==> src/rtl/edid_capture_pkg.sv <==
// Shared types and constants for the EDID capture block: FSM states,
// the fixed EDID header pattern and block geometry.
package edid_pkg;

  typedef enum logic [2:0] {
    IDLE,
    CAPTURE,
    CHECK,
    DONE,
    ABORT
  } edid_state_t;

  localparam int EDID_BLOCK_BYTES = 128;
  localparam int EDID_EXT_INDEX   = 126;

  // Index 0 is the leftmost byte, so EDID_HEADER[i] is header byte i.
  localparam logic [0:7][7:0] EDID_HEADER = {
    8'h00, 8'hFF, 8'hFF, 8'hFF, 8'hFF, 8'hFF, 8'hFF, 8'h00
  };

endpackage

==> src/rtl/edid_buffer_ram.sv <==
// Block buffer for one EDID block: one write port, one registered read port.
// The array has no reset so it maps onto block or distributed RAM.
module edid_buffer_ram #(
  parameter int DEPTH  = 128,
  parameter int ADDR_W = 7
) (
  input  logic              clk_i,
  input  logic              rst_i,
  input  logic              we_i,
  input  logic [ADDR_W-1:0] waddr_i,
  input  logic [7:0]        wdata_i,
  input  logic [ADDR_W-1:0] raddr_i,
  output logic [7:0]        rdata_o
);

  logic [7:0] mem [DEPTH];

  always_ff @(posedge clk_i) begin
    if (we_i) begin
      mem[waddr_i] <= wdata_i;
    end
  end

  // Read register uses the pre-write array value, so same-address read returns old data.
  always_ff @(posedge clk_i) begin
    if (rst_i) begin
      rdata_o <= 8'h00;
    end else begin
      rdata_o <= mem[raddr_i];
    end
  end

endmodule

==> src/rtl/edid_capture.sv <==
// Captures one EDID block from the DDC read-byte stream and validates header and checksum.
// Define EDID_CAPTURE_EXT_COUNT_EN to add the ext_count output (extension block count, byte 126).
module edid_capture
  import edid_pkg::*;
#(
  parameter int NUM_BYTES      = EDID_BLOCK_BYTES,
  parameter int ADDR_W         = 7,
  parameter int TIMEOUT_CYCLES = 4096
) (
  input  logic              clk_4x,
  input  logic              rst,
  input  logic              start,
  input  logic              byte_valid,
  input  logic [7:0]        byte_data,
  output logic              busy,
  output logic              done,
  output logic              header_ok,
  output logic              checksum_ok,
  output logic              timeout,
  output logic [ADDR_W:0]   byte_count,
  input  logic [ADDR_W-1:0] rd_addr,
  output logic [7:0]        rd_data
`ifdef EDID_CAPTURE_EXT_COUNT_EN
  ,
  output logic [7:0]        ext_count
`endif
);

  localparam int GAP_W = $clog2(TIMEOUT_CYCLES) + 1;

  edid_state_t      state_q;
  logic             busy_q, done_q, headerOk_q, checksumOk_q, timeout_q;
  logic             headerRun_q;
  logic [7:0]       accum_q;
  logic [ADDR_W:0]  count_q;
  logic [GAP_W-1:0] gapCount_q;
`ifdef EDID_CAPTURE_EXT_COUNT_EN
  logic [7:0]       extCount_q;
`endif

  logic             accept, headerMatch, lastByte, gapExpired;
  logic             headerRun_d;
  logic [7:0]       accum_d;
  logic [ADDR_W:0]  count_d;

  // A start in the same cycle wins over a strobe, so that byte is never written.
  assign accept      = (state_q == CAPTURE) && byte_valid && !start;
  assign accum_d     = accum_q + byte_data;
  assign count_d     = count_q + 1'b1;
  assign headerMatch = (count_q >= (ADDR_W+1)'(8)) ||
                       (byte_data == EDID_HEADER[count_q[2:0]]);
  assign headerRun_d = headerRun_q & headerMatch;
  assign lastByte    = (count_d == (ADDR_W+1)'(NUM_BYTES));
  assign gapExpired  = (gapCount_q == GAP_W'(TIMEOUT_CYCLES - 1));

  always_ff @(posedge clk_4x) begin
    if (rst) begin
      state_q      <= IDLE;
      busy_q       <= 1'b0;
      done_q       <= 1'b0;
      headerOk_q   <= 1'b0;
      checksumOk_q <= 1'b0;
      timeout_q    <= 1'b0;
      headerRun_q  <= 1'b0;
      accum_q      <= 8'h00;
      count_q      <= '0;
      gapCount_q   <= '0;
`ifdef EDID_CAPTURE_EXT_COUNT_EN
      extCount_q   <= 8'h00;
`endif
    end else if (start) begin
      state_q      <= CAPTURE;
      busy_q       <= 1'b1;
      done_q       <= 1'b0;
      headerOk_q   <= 1'b0;
      checksumOk_q <= 1'b0;
      timeout_q    <= 1'b0;
      headerRun_q  <= 1'b1;
      accum_q      <= 8'h00;
      count_q      <= '0;
      gapCount_q   <= '0;
`ifdef EDID_CAPTURE_EXT_COUNT_EN
      extCount_q   <= 8'h00;
`endif
    end else begin
      case (state_q)
        CAPTURE: begin
          // A strobe on the expiry cycle still counts as activity.
          if (byte_valid) begin
            count_q     <= count_d;
            accum_q     <= accum_d;
            headerRun_q <= headerRun_d;
            gapCount_q  <= '0;
`ifdef EDID_CAPTURE_EXT_COUNT_EN
            if (count_q == (ADDR_W+1)'(EDID_EXT_INDEX)) begin
              extCount_q <= byte_data;
            end
`endif
            if (lastByte) begin
              state_q <= CHECK;
            end
          end else if (gapExpired) begin
            state_q   <= ABORT;
            busy_q    <= 1'b0;
            timeout_q <= 1'b1;
          end else begin
            gapCount_q <= gapCount_q + 1'b1;
          end
        end
        CHECK: begin
          checksumOk_q <= (accum_q == 8'h00);
          headerOk_q   <= headerRun_q;
          done_q       <= 1'b1;
          busy_q       <= 1'b0;
          state_q      <= DONE;
        end
        default: begin
        end
      endcase
    end
  end

  edid_buffer_ram #(
    .DEPTH  (NUM_BYTES),
    .ADDR_W (ADDR_W)
  ) u_buffer (
    .clk_i   (clk_4x),
    .rst_i   (rst),
    .we_i    (accept),
    .waddr_i (count_q[ADDR_W-1:0]),
    .wdata_i (byte_data),
    .raddr_i (rd_addr),
    .rdata_o (rd_data)
  );

  assign busy        = busy_q;
  assign done        = done_q;
  assign header_ok   = headerOk_q;
  assign checksum_ok = checksumOk_q;
  assign timeout     = timeout_q;
  assign byte_count  = count_q;
`ifdef EDID_CAPTURE_EXT_COUNT_EN
  assign ext_count   = extCount_q;
`endif

endmodule

==> config.mk <==
export PLATFORM = sky130hd
export DESIGN_NAME = edid_capture
export DESIGN_NICKNAME = d
export VERILOG_FILES = /design/src/rtl/edid_capture_pkg.sv /design/src/rtl/edid_buffer_ram.sv /design/src/rtl/edid_capture.sv
export SDC_FILE = /design/constraint.sdc
export NUM_CORES = 1
export LEC_CHECK = 0
export CAP_MARGIN = 20
export CORE_MARGIN = 2
export CORE_UTILIZATION = 35
export CTS_CLUSTER_SIZE = 20
export DETAILED_ROUTE_END_ITERATION = 10
export PLACE_DENSITY_LB_ADDON = 0.05
export SYNTH_ARGS = -nofsm -noshare
export SYNTH_HDL_FRONTEND = slang
export SYNTH_HIERARCHICAL = 1
export SYNTH_SLANG_ARGS = --single-unit
export TNS_END_PERCENT = 5
==> constraint.sdc <==
create_clock -name clk_4x -period 4.2 [get_ports clk_4x]
set_clock_uncertainty 0.2 [all_clocks]
set_input_delay 0.84 -clock clk_4x [delete_from_list [all_inputs] [get_ports clk_4x]]
set_output_delay 0.84 -clock clk_4x [all_outputs]
set_load 0.005 [all_outputs]
==> results of run 1 <==
## power by group
group          switching (W)  internal (W)  leakage, nW  total [W]
registers          0.0000248        0.0117         9.57     0.0117
clock network        0.00426       0.00620         1.96     0.0105
logic               0.000749      0.000381         4.87    0.00113
## worst min-delay path by stage
stage | endpoint | cells past startpoint | startpoint | slack [ps]
final | accum_q[0]$_SDFFE_PP0P_ | 2 | accum_q[0]$_SDFFE_PP0P_ | 270
after CTS | u_buffer/mem[73][3]$_DFFE_PP_ | 1 | byte_data[3] | 260
after global routing | u_buffer/mem[72][3]$_DFFE_PP_ | 1 | byte_data[3] | 280
after floorplan | accum_q[4]$_SDFFE_PP0P_ | 2 | accum_q[4]$_SDFFE_PP0P_ | 250
after global placement | accum_q[0]$_SDFFE_PP0P_ | 2 | accum_q[0]$_SDFFE_PP0P_ | 270
after detailed placement | accum_q[0]$_SDFFE_PP0P_ | 2 | accum_q[0]$_SDFFE_PP0P_ | 270
## cell families (layout without fill, tap and decap cells)
| group | Yosys count | after routing | synth area share |
|---|---|---|---|
| DFF | 1070 | 1070 | 0.742 |
| AOI/OAI and AO/OA | 272 | 272 | 0.0457 |
| buffers and inverters | 137 | 503 | 0.0228 |
| and+or+nand+nor | 437 | 437 | 0.0472 |
| xor gates and xnor gates | 11 | 11 | 0.00226 |
| muxes | 358 | 358 | 0.136 |
| adders and majority gates | 13 | 13 | 0.00399 |
## synthesized netlist by cell type (4+ instances only)
library cell / instances / area, µm²
nand2_1: 95 / 357
buf_1: 4 / 15.0
mux4_2: 155 / 3490
mux4_1: 17 / 447
a211o_1: 9 / 78.8
o21ai_0: 29 / 145
nand3_1: 43 / 215
nor4_1: 6 / 37.5
a21oi_1: 42 / 210
ha_1: 12 / 150
buf_12: 9 / 180
o22ai_1: 17 / 106
nor2b_1: 22 / 138
a22oi_1: 69 / 518
dfxtp_1: 46 / 921
a31oi_1: 12 / 75.1
edfxtp_1: 1024 / 30700
a22o_1: 13 / 114
buf_6: 15 / 169
or3_1: 6 / 37.5
mux2i_1: 184 / 1840
a211oi_1: 17 / 128
inv_1: 11 / 41.3
and3_1: 9 / 56.3
buf_8: 14 / 210
a221oi_1: 10 / 87.6
o221ai_1: 8 / 70.1
a32oi_1: 6 / 52.6
nand2b_1: 10 / 62.6
clkbuf_1: 55 / 206
xnor2_1: 7 / 61.3
xor2_1: 4 / 35.0
a41oi_1: 8 / 70.1
buf_2: 26 / 130
nand4_1: 13 / 81.3
a221o_1: 5 / 50.1
nor3_1: 30 / 150
nor2_1: 178 / 668
## placed cells by master, fill, tap and decap left out, drive strengths merged, types with 6 or more instances in the layout
cell           Yosys  final
o221ai             8      8
a221oi            11     11
clkdlybuf4s50      0     26
clkbuf            55    145
a22oi             69     69
a32oi              6      6
o21ai             34     34
xnor2              7      7
and3               9      9
mux4             172    172
a21oi             42     42
a31oi             12     12
nand2             95     95
nor4               6      6
a41oi              8      8
edfxtp          1024   1024
nor2b             22     22
nor3              30     30
dfxtp             46     46
bufinv             0     12
nor2             178    178
buf               71    239
ha                12     12
o22ai             17     17
clkinv             0     63
a211o              9      9
a211oi            17     17
nand4             13     13
nand2b            11     11
inv               11     13
nand3             44     44
a22o              13     13
or3                6      6
mux2i            184    184
## metal layers
layer | vias to the layer above | part of all wire
met2 | 657 | 0.46
met4 | 0 | 0.029
li1 | 9883 | -
met3 | 163 | 0.049
met1 | 12000 | 0.46
met5 | - | 0
## worst register-to-register path, cell delays in order (launching register included)
cell and delay (ps):
dfxtp_1 380, nor3b_4 380, nand2_1 130, nor2_1 330, nor2b_1 330, nand2_1 540, buf_4 370, nor2_1 210
buf_4 240
## metrics by stage
step / util / hold WS, ps / cells / power (W)
6_report: 0.412 / 275 / 4289 / 0.0233
5_1_grt: 0.412 / 277 / 4289 / 0.0241
4_1_cts: 0.411 / 263 / 4288 / 0.0236
3_5_place_dp: 0.379 / 269 / 4061 / 0.0131
3_3_place_gp: 0.379 / 266 / 4061 / 0.0131
2_1_floorplan: - / 249 / 2298 / 0.0125
## state kept, by name, summed over array words and instances (netlist names)
| signal | count |
|---|---|
| busy | 1 |
| accum_q | 8 |
| gapCount_q | 13 |
| u_buffer/mem | 1024 |
| headerRun_q | 1 |
| header_ok | 1 |
| u_buffer/rdata_o | 8 |
| state_q | 3 |
| timeout | 1 |
| checksum_ok | 1 |
| byte_count | 8 |
| done | 1 |
## area by class of cell
| class | count | area (µm²) |
|---|---|---|
| clock buffers | 145 | 3250 |
| clock inverters | 82 | 701 |
| fillers | 11000 | 71400 |
| inverters | 11 | 41.3 |
| multi-input cells | 1091 | 10100 |
| flip-flops and latches | 1070 | 31700 |
| well taps | 1625 | 2030 |
| repair buffers | 265 | 2200 |
==> key figures, run 1 <==
Critical path
  – Worst r2r dst: u_buffer/mem[16][7]$_DFFE_PP_
  – Worst setup endpoint: u_buffer/mem[16][7]$_DFFE_PP_
  – Arrival time at the worst endpoint: 3580 ps
  – Crit path buf inv count: 2
  – Reg-to-reg slack, setup: 820 ps
  – RR Startpoint: state_q[0]$_SDFFE_PP0P_
  – Crit-path max FO: 8
  – CP max stage cell: nand2_1
  – Critical path class: reg -> reg
  – Launch point of the worst path: state_q[0]$_SDFFE_PP0P_
  – CP max stage delay: 540 ps
  – Cell family with most CP delay: simple AND/OR/NAND/NOR gates
  – Instance count on the critical path: 8
  – Reg2Reg Depth: 8
  – Worst path cell trace: nor3b_4 > nand2_1 > nor2_1 > nor2b_1 > nand2_1 > buf_4 > nor2_1 > buf_4
  – Critical Path Source Type: register
  – CP Data Required Time: 4410 ps
  – Setup crit end kind: register

Yosys
  – Syn. warnings: 6
  – Async set-reset flop share out of synthesis: 0
  – Synth Cell Area: 42700 µm²
  – Synth Flop Type: edfxtp_1
  – Syn Inst Count: 2298
  – Register bit total from synthesis: 1070
  – Post-Syn Area per Cell: 18.6 µm²
  – Register area share after synthesis: 0.742
  – Number of synthesized flops with an enable pin: 1024
  – Syn_nets: 2330
  – Synth unique cells: 74

STA
  – Worst Tran Pin Value: 970 ps
  – Highest clock rate: 296 MHz
  – Fin crit period: 3380 ps
  – Worst slew margin: 0.352
  – Final Hold Vio Count: 0
  – Final setup fails: 0
  – Slew Limit Fails: 0
  – Unrepaired setup endpoints after global routing: false
  – Final worst path period share: 0.804
  – Setup TNS: 0 ps
  – Setup ws final: 823 ps

Floorplanning
  – Core Area: 121000 µm²
  – Top Ports: 40
  – # rows: 128
  – Die Area: 125000 µm²
  – Initial Util: 0.352
  – Die Ht: 353 µm
  – Die W: 353 µm

Power and ir drop
  – PD cells: 467 nW/µm²
  – Worst VDD drop: 0.349 mV
  – Leakage power: 16.4 nW

Placement
  – DP Wirelength: 80000 µm
  – RD Place Congestion: 0.799
  – Pre-CTS setup slack: 86.5 ps
  – Dpl cell area: 46000 µm²
  – # port buffers: 39

Cells and area
  – NumNets Final: 2591
  – # diodes: 0
  – Share of post-route cells with drive strength above 1: 0.227
  – Post-layout instance area: 50000 µm²
  – Layout area overhead: 17.1%

Clock tree
  – Clk slew on worst S/H paths: 60 ps
  – H-tree levels: 3
  – CTS max path bufs: 3
  – CTS root buffer: clkbuf_16
  – CTS tree: built
  – Num CTS Buffers: 120
  – Clock sink count: 1070
  – Hold-fix buffers, CTS: 0
  – Clock Latency Late Sink: 710 ps
  – Post-CTS Setup Repair Bufs: 0
  – PostCTS Resize Cnt: 0

GRT
  – GR peak layer: met2
  – Vias in the first global route: 23.2k
  – Met3 Resource Use GR: 0.0349
  – Largest net degree at the start of global routing: 96
  – Initial antenna violation count: 5
  – Global-route wire length before repair: 177000 µm
  – Total gr overflow: 0
  – Tot GR Track Use: 0.198
  – GR Util met2: 0.310
  – GR Util met1: 0.284

Detailed routing
  – DR vias/cell: 5.30
  – Detailed Route Iter0 Violations: 2018
  – Final ANT Viol Nets: 0
  – Initial DRT Pass Iterations: 5
  – Per-cell routed wire length: 29.0 µm
  – Vias: 22.7k
  – WL final: 124000 µm
  – Drt drc: 0

Run status
  – Outcome: completed

Run
  – Max-Cap Viols: 0

Hold path
  – Hold Path Class: reg -> reg
Note: power is estimated with default switching activity, not from simulation.
==> run 2: changes to the inputs <==
==> constraint.sdc (replaced) <==
create_clock -name clk_4x -period 3.4 [get_ports clk_4x]
set_clock_uncertainty 0.2 [all_clocks]
set_input_delay 0.68 -clock clk_4x [delete_from_list [all_inputs] [get_ports clk_4x]]
set_output_delay 0.68 -clock clk_4x [all_outputs]
set_load 0.005 [all_outputs]
==> run 2 against run 1 <==
  * Utilization increased by 0.37 points
  * Clock power increased by 15%
  * Worst hold slack got worse by 180 ps
  * Setup slack got worse by 440 ps
  * Clock-buffer cell count decreased by 7
  * Combinational power increased by 29%
  * Final cell count increased by 1.1%
  * Final area increased by 0.90%
  * Highest routed layer unchanged
==> key figures, run 2 (same netlist as run 1, synthesis figures left out) <==
STA
  – Slew Limit Fails: 0 (unchanged)
  – Highest clock rate: 332 MHz
  – Setup TNS: 0 ps (unchanged)
  – Final hold slack: 94.2 ps (was 275 ps)
  – Final setup fails: 0 (unchanged)
  – Fin crit period: 3010 ps
  – Worst Tran Pin Value: 889 ps (was 970 ps)
  – Final Hold Vio Count: 0 (unchanged)
  – Worst slew margin: 0.408 (was 0.352)
  – Unrepaired setup endpoints after global routing: false (unchanged)
  – Final worst path period share: 0.887

GRT
  – Tot GR Track Use: 0.195 (was 0.198)
  – GR Util met1: 0.277 (was 0.284)
  – Initial antenna violation count: 4 (was 5)
  – GR peak layer: met2 (unchanged)
  – Global-route wire length before repair: 175000 µm (was 177000 µm)
  – Met3 Resource Use GR: 0.0253 (was 0.0349)
  – Vias in the first global route: 23.3k (was 23.2k)
  – Largest net degree at the start of global routing: 132 (was 96)
  – GR Util met2: 0.318 (was 0.310)
  – Total gr overflow: 0 (unchanged)

Placement
  – RD Place Congestion: 0.849 (was 0.799)
  – # port buffers: 39 (unchanged)
  – DP Wirelength: 79700 µm (was 80000 µm)

Detailed routing
  – Drt drc: 0 (unchanged)
  – DR vias/cell: 5.22 (was 5.30)
  – Final ANT Viol Nets: 0 (unchanged)
  – Detailed Route Iter0 Violations: 1969 (was 2018)
  – Per-cell routed wire length: 28.1 µm (was 29.0 µm)
  – Initial DRT Pass Iterations: 5 (unchanged)
  – Vias: 22.6k (was 22.7k)
  – WL final: 122000 µm (was 124000 µm)

Cells and area
  – Commonest non-fill, non-tap cell in the layout: edfxtp_1 (unchanged)
  – NumNets Final: 2647 (was 2591)
  – Layout area overhead: 18.1% (was 17.1%)
  – Largest Register: u_buffer/mem (unchanged)
  – Max reg flops: 1024 (unchanged)
  – # diodes: 0 (unchanged)
  – Commonest non-fill, non-tap cells in the layout: 1024 x edfxtp_1, 262 x buf_4, 184 x mux2i_1 (was 1024 x edfxtp_1, 226 x buf_4, 184 x mux2i_1)
  – Share of post-route cells with drive strength above 1: 0.238 (was 0.227)
  – Largest regs: u_buffer/mem (1024), gapCount_q (13) (unchanged)

Critical path
  – Setup crit end kind: primary output (was register)
  – Worst path cell trace: clkdlybuf4s50_1 (was nor3b_4 > nand2_1 > nor2_1 > nor2b_1 > nand2_1 > buf_4 > nor2_1 > buf_4)
  – CP max stage delay: 800 ps (was 540 ps)
  – Arrival time at the worst endpoint: 2130 ps (was 3580 ps)
  – Critical Path Source Type: register (unchanged)
  – CP max stage cell: dfxtp_1 (was nand2_1)
  – Crit path buf inv count: 1 (was 2)
  – Crit-path max FO: 17 (was 8)
  – CP Data Required Time: 2520 ps (was 4410 ps)
  – Cell family with most CP delay: flip-flops (was simple AND/OR/NAND/NOR gates)
  – Critical path class: reg -> out (was reg -> reg)

Clock tree
  – CTS root buffer: clkbuf_16 (unchanged)
  – PostCTS Resize Cnt: 0 (unchanged)
  – CTS tree: built (unchanged)
  – H-tree levels: 3 (unchanged)
  – Clk slew on worst S/H paths: 60 ps (about the same)
  – Hold-fix buffers, CTS: 0 (unchanged)
  – Clock Latency Late Sink: 700 ps (was 710 ps)
  – Num CTS Buffers: 115 (was 120)
  – Clock sink count: 1070 (unchanged)
  – CTS max path bufs: 3 (unchanged)
  – Post-CTS Setup Repair Bufs: 0 (unchanged)

Power and ir drop
  – PD cells: 557 nW/µm² (was 467 nW/µm²)
  – Leakage power: 16.6 nW (was 16.4 nW)
  – Tot Pwr: 0.0281 W (was 0.0233 W)
  – Worst VDD drop: 0.419 mV (was 0.349 mV)

Floorplanning
  – Die Area: 125000 µm² (unchanged)
  – Initial Util: 0.352 (unchanged)
  – # rows: 128 (unchanged)
  – Top Ports: 40 (unchanged)
  – Core Area: 121000 µm² (unchanged)
  – Die W: 353 µm (unchanged)
  – Die Ht: 353 µm (unchanged)

Run status
  – Outcome: completed (unchanged)

Hold path
  – Hold Path Class: in -> reg (was reg -> reg)

Run
  – Max-Cap Viols: 0 (unchanged)
-- run 2: cell types whose count changed in the layout (fill, tap and decap cells not counted), sizes merged --
cell      before  now
buf          239  300
bufinv        12   11
clkbuf       145  138
clkinv        63   48
clkinvlp       5    7
inv           13   19
-- run 2: routing by layer --
layer	vias to the layer above	wire length (µm)
li1	9993	-
met1	12000	55500
met2	500	58600
met3	146	5030
met4	0	2670
met5	-	0
-- run 2: layout make-up --
class,instances,area (µm²)
timing repair buffer,326,2970
clock inverter,74,677
sequential,1070,31700
inverter,11,41.3
multi-input combinational,1091,10100
clock buffer,138,2960
fill,11000,71000
tap,1625,2030
-- run 2: path summary, 6_finish.rpt --
check                             startpoint  cells past startpoint                            end  slack, ps
setup / recovery  byte_count[4]$_SDFFE_PP0P_                      1                  byte_count[4]        390
hold / removal                  byte_data[1]                      1  u_buffer/mem[33][1]$_DFFE_PP_         90
setup reg to reg     state_q[0]$_SDFFE_PP0P_                      7  u_buffer/mem[99][3]$_DFFE_PP_        640
hold reg to reg      accum_q[4]$_SDFFE_PP0P_                      2        accum_q[4]$_SDFFE_PP0P_        280
-- run 2: power breakdown --
part           total, W  switching (W)  internal [W]
combinational   0.00146       0.000922      0.000535
sequential       0.0145      0.0000340        0.0144
clock            0.0121        0.00512       0.00703
total            0.0281        0.00608        0.0220
-- run 2: stage by stage --
step	util	instance area [µm²]	worst slack (ps)	std cells
5_1_grt	0.415	50400	292	4335
3_5_place_dp	0.385	46800	13.0	4123
4_1_cts	0.415	50400	345	4335
6_report	0.415	50400	386	4335
2_1_floorplan	-	42700	436	2298
3_3_place_gp	0.385	46800	19.2	4123
==> run 3: changes to the inputs <==
--- a/config.mk
+++ b/config.mk
@@ -7,7 +7,7 @@
 export LEC_CHECK = 0
 export CAP_MARGIN = 20
 export CORE_MARGIN = 2
-export CORE_UTILIZATION = 35
+export CORE_UTILIZATION = 40
 export CTS_CLUSTER_SIZE = 20
 export DETAILED_ROUTE_END_ITERATION = 10
 export PLACE_DENSITY_LB_ADDON = 0.05
==> run 3 against run 2 <==
  * First-iteration DRC count rose by 21%
  * Via count rose by 1.4%
  * Total power rose by 0.49%
  * Wire length fell by 5.2%
  * Worst hold slack got worse by 19 ps
  * Critical path type is now reg -> reg
  * Largest cell class unchanged
==> key figures, run 3 (same netlist as run 1, synthesis figures left out) <==
Floorplanning
  – Die Area: 109000 µm² (was 125000 µm²)
  – # rows: 119 (was 128)
  – Die Ht: 331 µm (was 353 µm)
  – Initial Util: 0.404 (was 0.352)
  – Core Area: 106000 µm² (was 121000 µm²)
  – Die W: 331 µm (was 353 µm)
  – Top Ports: 40 (unchanged)

Clock tree
  – Clock sink count: 1070 (unchanged)
  – Hold-fix buffers, CTS: 0 (unchanged)
  – PostCTS Resize Cnt: 0 (unchanged)
  – Num CTS Buffers: 114 (was 115)
  – CTS max path bufs: 3 (unchanged)
  – Clk slew on worst S/H paths: 60 ps (about the same)
  – CTS root buffer: clkbuf_16 (unchanged)
  – CTS tree: built (unchanged)
  – H-tree levels: 3 (unchanged)
  – Clock Latency Late Sink: 710 ps (was 700 ps)
  – Post-CTS Setup Repair Bufs: 0 (unchanged)

STA
  – Final hold slack: 74.9 ps (was 94.2 ps)
  – Worst slew margin: 0.247 (was 0.408)
  – Final worst path period share: 0.859 (was 0.887)
  – Final Hold Vio Count: 0 (unchanged)
  – Unrepaired setup endpoints after global routing: false (unchanged)
  – Worst Tran Pin Value: 1130 ps (was 889 ps)
  – Highest clock rate: 342 MHz (was 332 MHz)
  – Final setup fails: 0 (unchanged)
  – Setup TNS: 0 ps (unchanged)
  – Slew Limit Fails: 0 (unchanged)
  – Fin crit period: 2920 ps (was 3010 ps)

Critical path
  – Critical Path Source Type: register (unchanged)
  – Reg2Reg Depth: 7 (unchanged)
  – Reg-to-reg slack, setup: 480 ps (was 640 ps)
  – RR Startpoint: state_q[0]$_SDFFE_PP0P_ (unchanged)
  – CP max stage cell: nor2_1 (was dfxtp_1)
  – Worst r2r dst: u_buffer/mem[102][2]$_DFFE_PP_ (was u_buffer/mem[99][3]$_DFFE_PP_)
  – Worst path cell trace: nor3b_4 > nand2_1 > nor2_1 > buf_4 > nand4_1 > nor3_1 > buf_4 (was clkdlybuf4s50_1)
  – Worst path most repeated cell: buf_4
  – Critical path class: reg -> reg (was reg -> out)
  – Setup crit end kind: register (was primary output)
  – CP max stage delay: 420 ps (was 800 ps)
  – CP Data Required Time: 3600 ps (was 2520 ps)
  – Crit-path max FO: 8 (was 17)
  – Arrival time at the worst endpoint: 3120 ps (was 2130 ps)

Power and ir drop
  – Power share of the clock group: 0.437 (was 0.433)
  – Comb pwr share: 0.051 (was 0.052)
  – Leakage power: 16.7 nW (was 16.6 nW)
  – Sw Share: 0.213 (was 0.216)
  – P_int: 0.0222 W (was 0.0220 W)
  – Sequential share of power: 0.512 (was 0.516)
  – PD cells: 563 nW/µm² (was 557 nW/µm²)
  – Worst VDD drop: 0.398 mV (was 0.419 mV)
  – NetSw: 0.00600 W (was 0.00608 W)

GRT
  – Tot GR Track Use: 0.214 (was 0.195)
  – Global-route wire length before repair: 168000 µm (was 175000 µm)
  – Vias in the first global route: 23.5k (was 23.3k)
  – Initial antenna violation count: 1 (was 4)
  – Total gr overflow: 0 (unchanged)
  – Largest net degree at the start of global routing: 89 (was 132)

Detailed routing
  – Detailed Route Iter0 Violations: 2388 (was 1969)
  – Drt drc: 0 (unchanged)
  – WL final: 115000 µm (was 122000 µm)
  – Vias: 22.9k (was 22.6k)
  – DR vias/cell: 5.57 (was 5.22)
  – Initial DRT Pass Iterations: 7 (was 5)
  – Final ANT Viol Nets: 0 (unchanged)
  – Per-cell routed wire length: 28.0 µm (was 28.1 µm)

Hold path
  – Hold Crit Start: byte_data[6] (was byte_data[1])
  – Hold path depth: 1 (unchanged)
  – Worst Hold Endpoint: u_buffer/mem[78][6]$_DFFE_PP_ (was u_buffer/mem[33][1]$_DFFE_PP_)
  – Hold Path Class: in -> reg (unchanged)

Cells and area
  – Fillers: 8926 (was 11.0k)
  – Commonest non-fill, non-tap cell in the layout: edfxtp_1 (unchanged)
  – Final Util: 0.475 (was 0.415)
  – NumNets Final: 2667 (was 2647)
  – Commonest non-fill, non-tap cells in the layout: 1024 x edfxtp_1, 296 x buf_4, 184 x mux2i_1 (was 1024 x edfxtp_1, 262 x buf_4, 184 x mux2i_1)
  – Largest regs: u_buffer/mem (1024), gapCount_q (13) (unchanged)
  – Largest Register: u_buffer/mem (unchanged)
  – Layout area overhead: 17.5% (was 18.1%)
  – Max reg flops: 1024 (unchanged)
  – # diodes: 0 (unchanged)
  – Share of post-route cells with drive strength above 1: 0.240 (was 0.238)
  – Post-layout instance area: 50200 µm² (was 50400 µm²)
  – Final Non-Filler Cells: 4120 (was 4335)

Run
  – Max-Cap Viols: 0 (unchanged)

Placement
  – # port buffers: 39 (unchanged)
  – RD Place Congestion: 0.875 (was 0.849)
  – Inst Count DP: 3910 (was 4123)
  – DP Wirelength: 76700 µm (was 79700 µm)
  – Dpl cell area: 46500 µm² (was 46800 µm²)

Run status
  – Outcome: completed (unchanged)
## run 3: changes by cell type in the layout (fill, tap and decap cells not counted), moves of 3 or more
| cell | change |
|---|---|
| buf_12 | -14 |
| buf_4 | +34 |
| clkbuf_1 | +3 |
| clkinv_1 | +4 |
| clkinv_2 | -10 |
| clkinv_8 | +3 |
| clkinvlp_4 | -4 |
| inv_6 | -4 |
## run 3: worst max-delay path, delay by kind of cell (launching register included)
family        cells  cell delay, ps
buf+inv           2             500
simple gates      5            1550
flops             1             370
## run 3: metrics by stage
stage                     setup slack (ps)  power, W
after floorplan                        436    0.0155
after global placement               -83.0    0.0162
after detailed placement              -117    0.0162
after CTS                              442    0.0285
after global routing                   234    0.0291
final                                  479    0.0282
## run 3: cell type report
class	instances	area, µm²	share of cell area
clock buffers	144	3030	0.0604
multi-input cells	1091	10100	0.200
repair buffers	347	2950	0.0588
flip-flops and latches	1070	31700	0.631
well taps	1391	1740	0.0347
inverters	11	41.3	0.000823
clock inverters	66	683	0.0136
## run 3: how the worst max path moves through the flow
| stage | startpoint | endpoint | slack [ps] | depth (start not counted) |
|---|---|---|---|---|
| 2_1_floorplan | state_q[0]$_SDFFE_PP0P_ | u_buffer/mem[110][0]$_DFFE_PP_ | 440 | 9 |
| 3_3_place_gp | rd_addr[5] | u_buffer/rdata_o[5]$_SDFF_PP0_ | -80 | 7 |
| 3_5_place_dp | rd_addr[5] | u_buffer/rdata_o[5]$_SDFF_PP0_ | -120 | 7 |
| 4_1_cts | state_q[0]$_SDFFE_PP0P_ | u_buffer/mem[102][2]$_DFFE_PP_ | 440 | 7 |
| 5_1_grt | state_q[0]$_SDFFE_PP0P_ | u_buffer/mem[102][6]$_DFFE_PP_ | 230 | 7 |
| 6_report | state_q[0]$_SDFFE_PP0P_ | u_buffer/mem[102][2]$_DFFE_PP_ | 480 | 7 |
## run 3: power by group through the flow
stage | Sequential [W] | Combinational [W] | Clock, W
after detailed placement | 0.0147 | 0.00145 | 0
after floorplan | 0.0147 | 0.000734 | 0
after global placement | 0.0147 | 0.00143 | 0
after global routing | 0.0145 | 0.00152 | 0.0131
after CTS | 0.0145 | 0.00145 | 0.0126
final | 0.0145 | 0.00143 | 0.0123
## run 3: layer usage
metal	routed length, µm	track usage	share of wire
met1	52300	0.306	0.45
met2	54800	0.343	0.47
met3	5600	0.0338	0.048
met4	2830	0.0555	0.024
met5	0	0	0
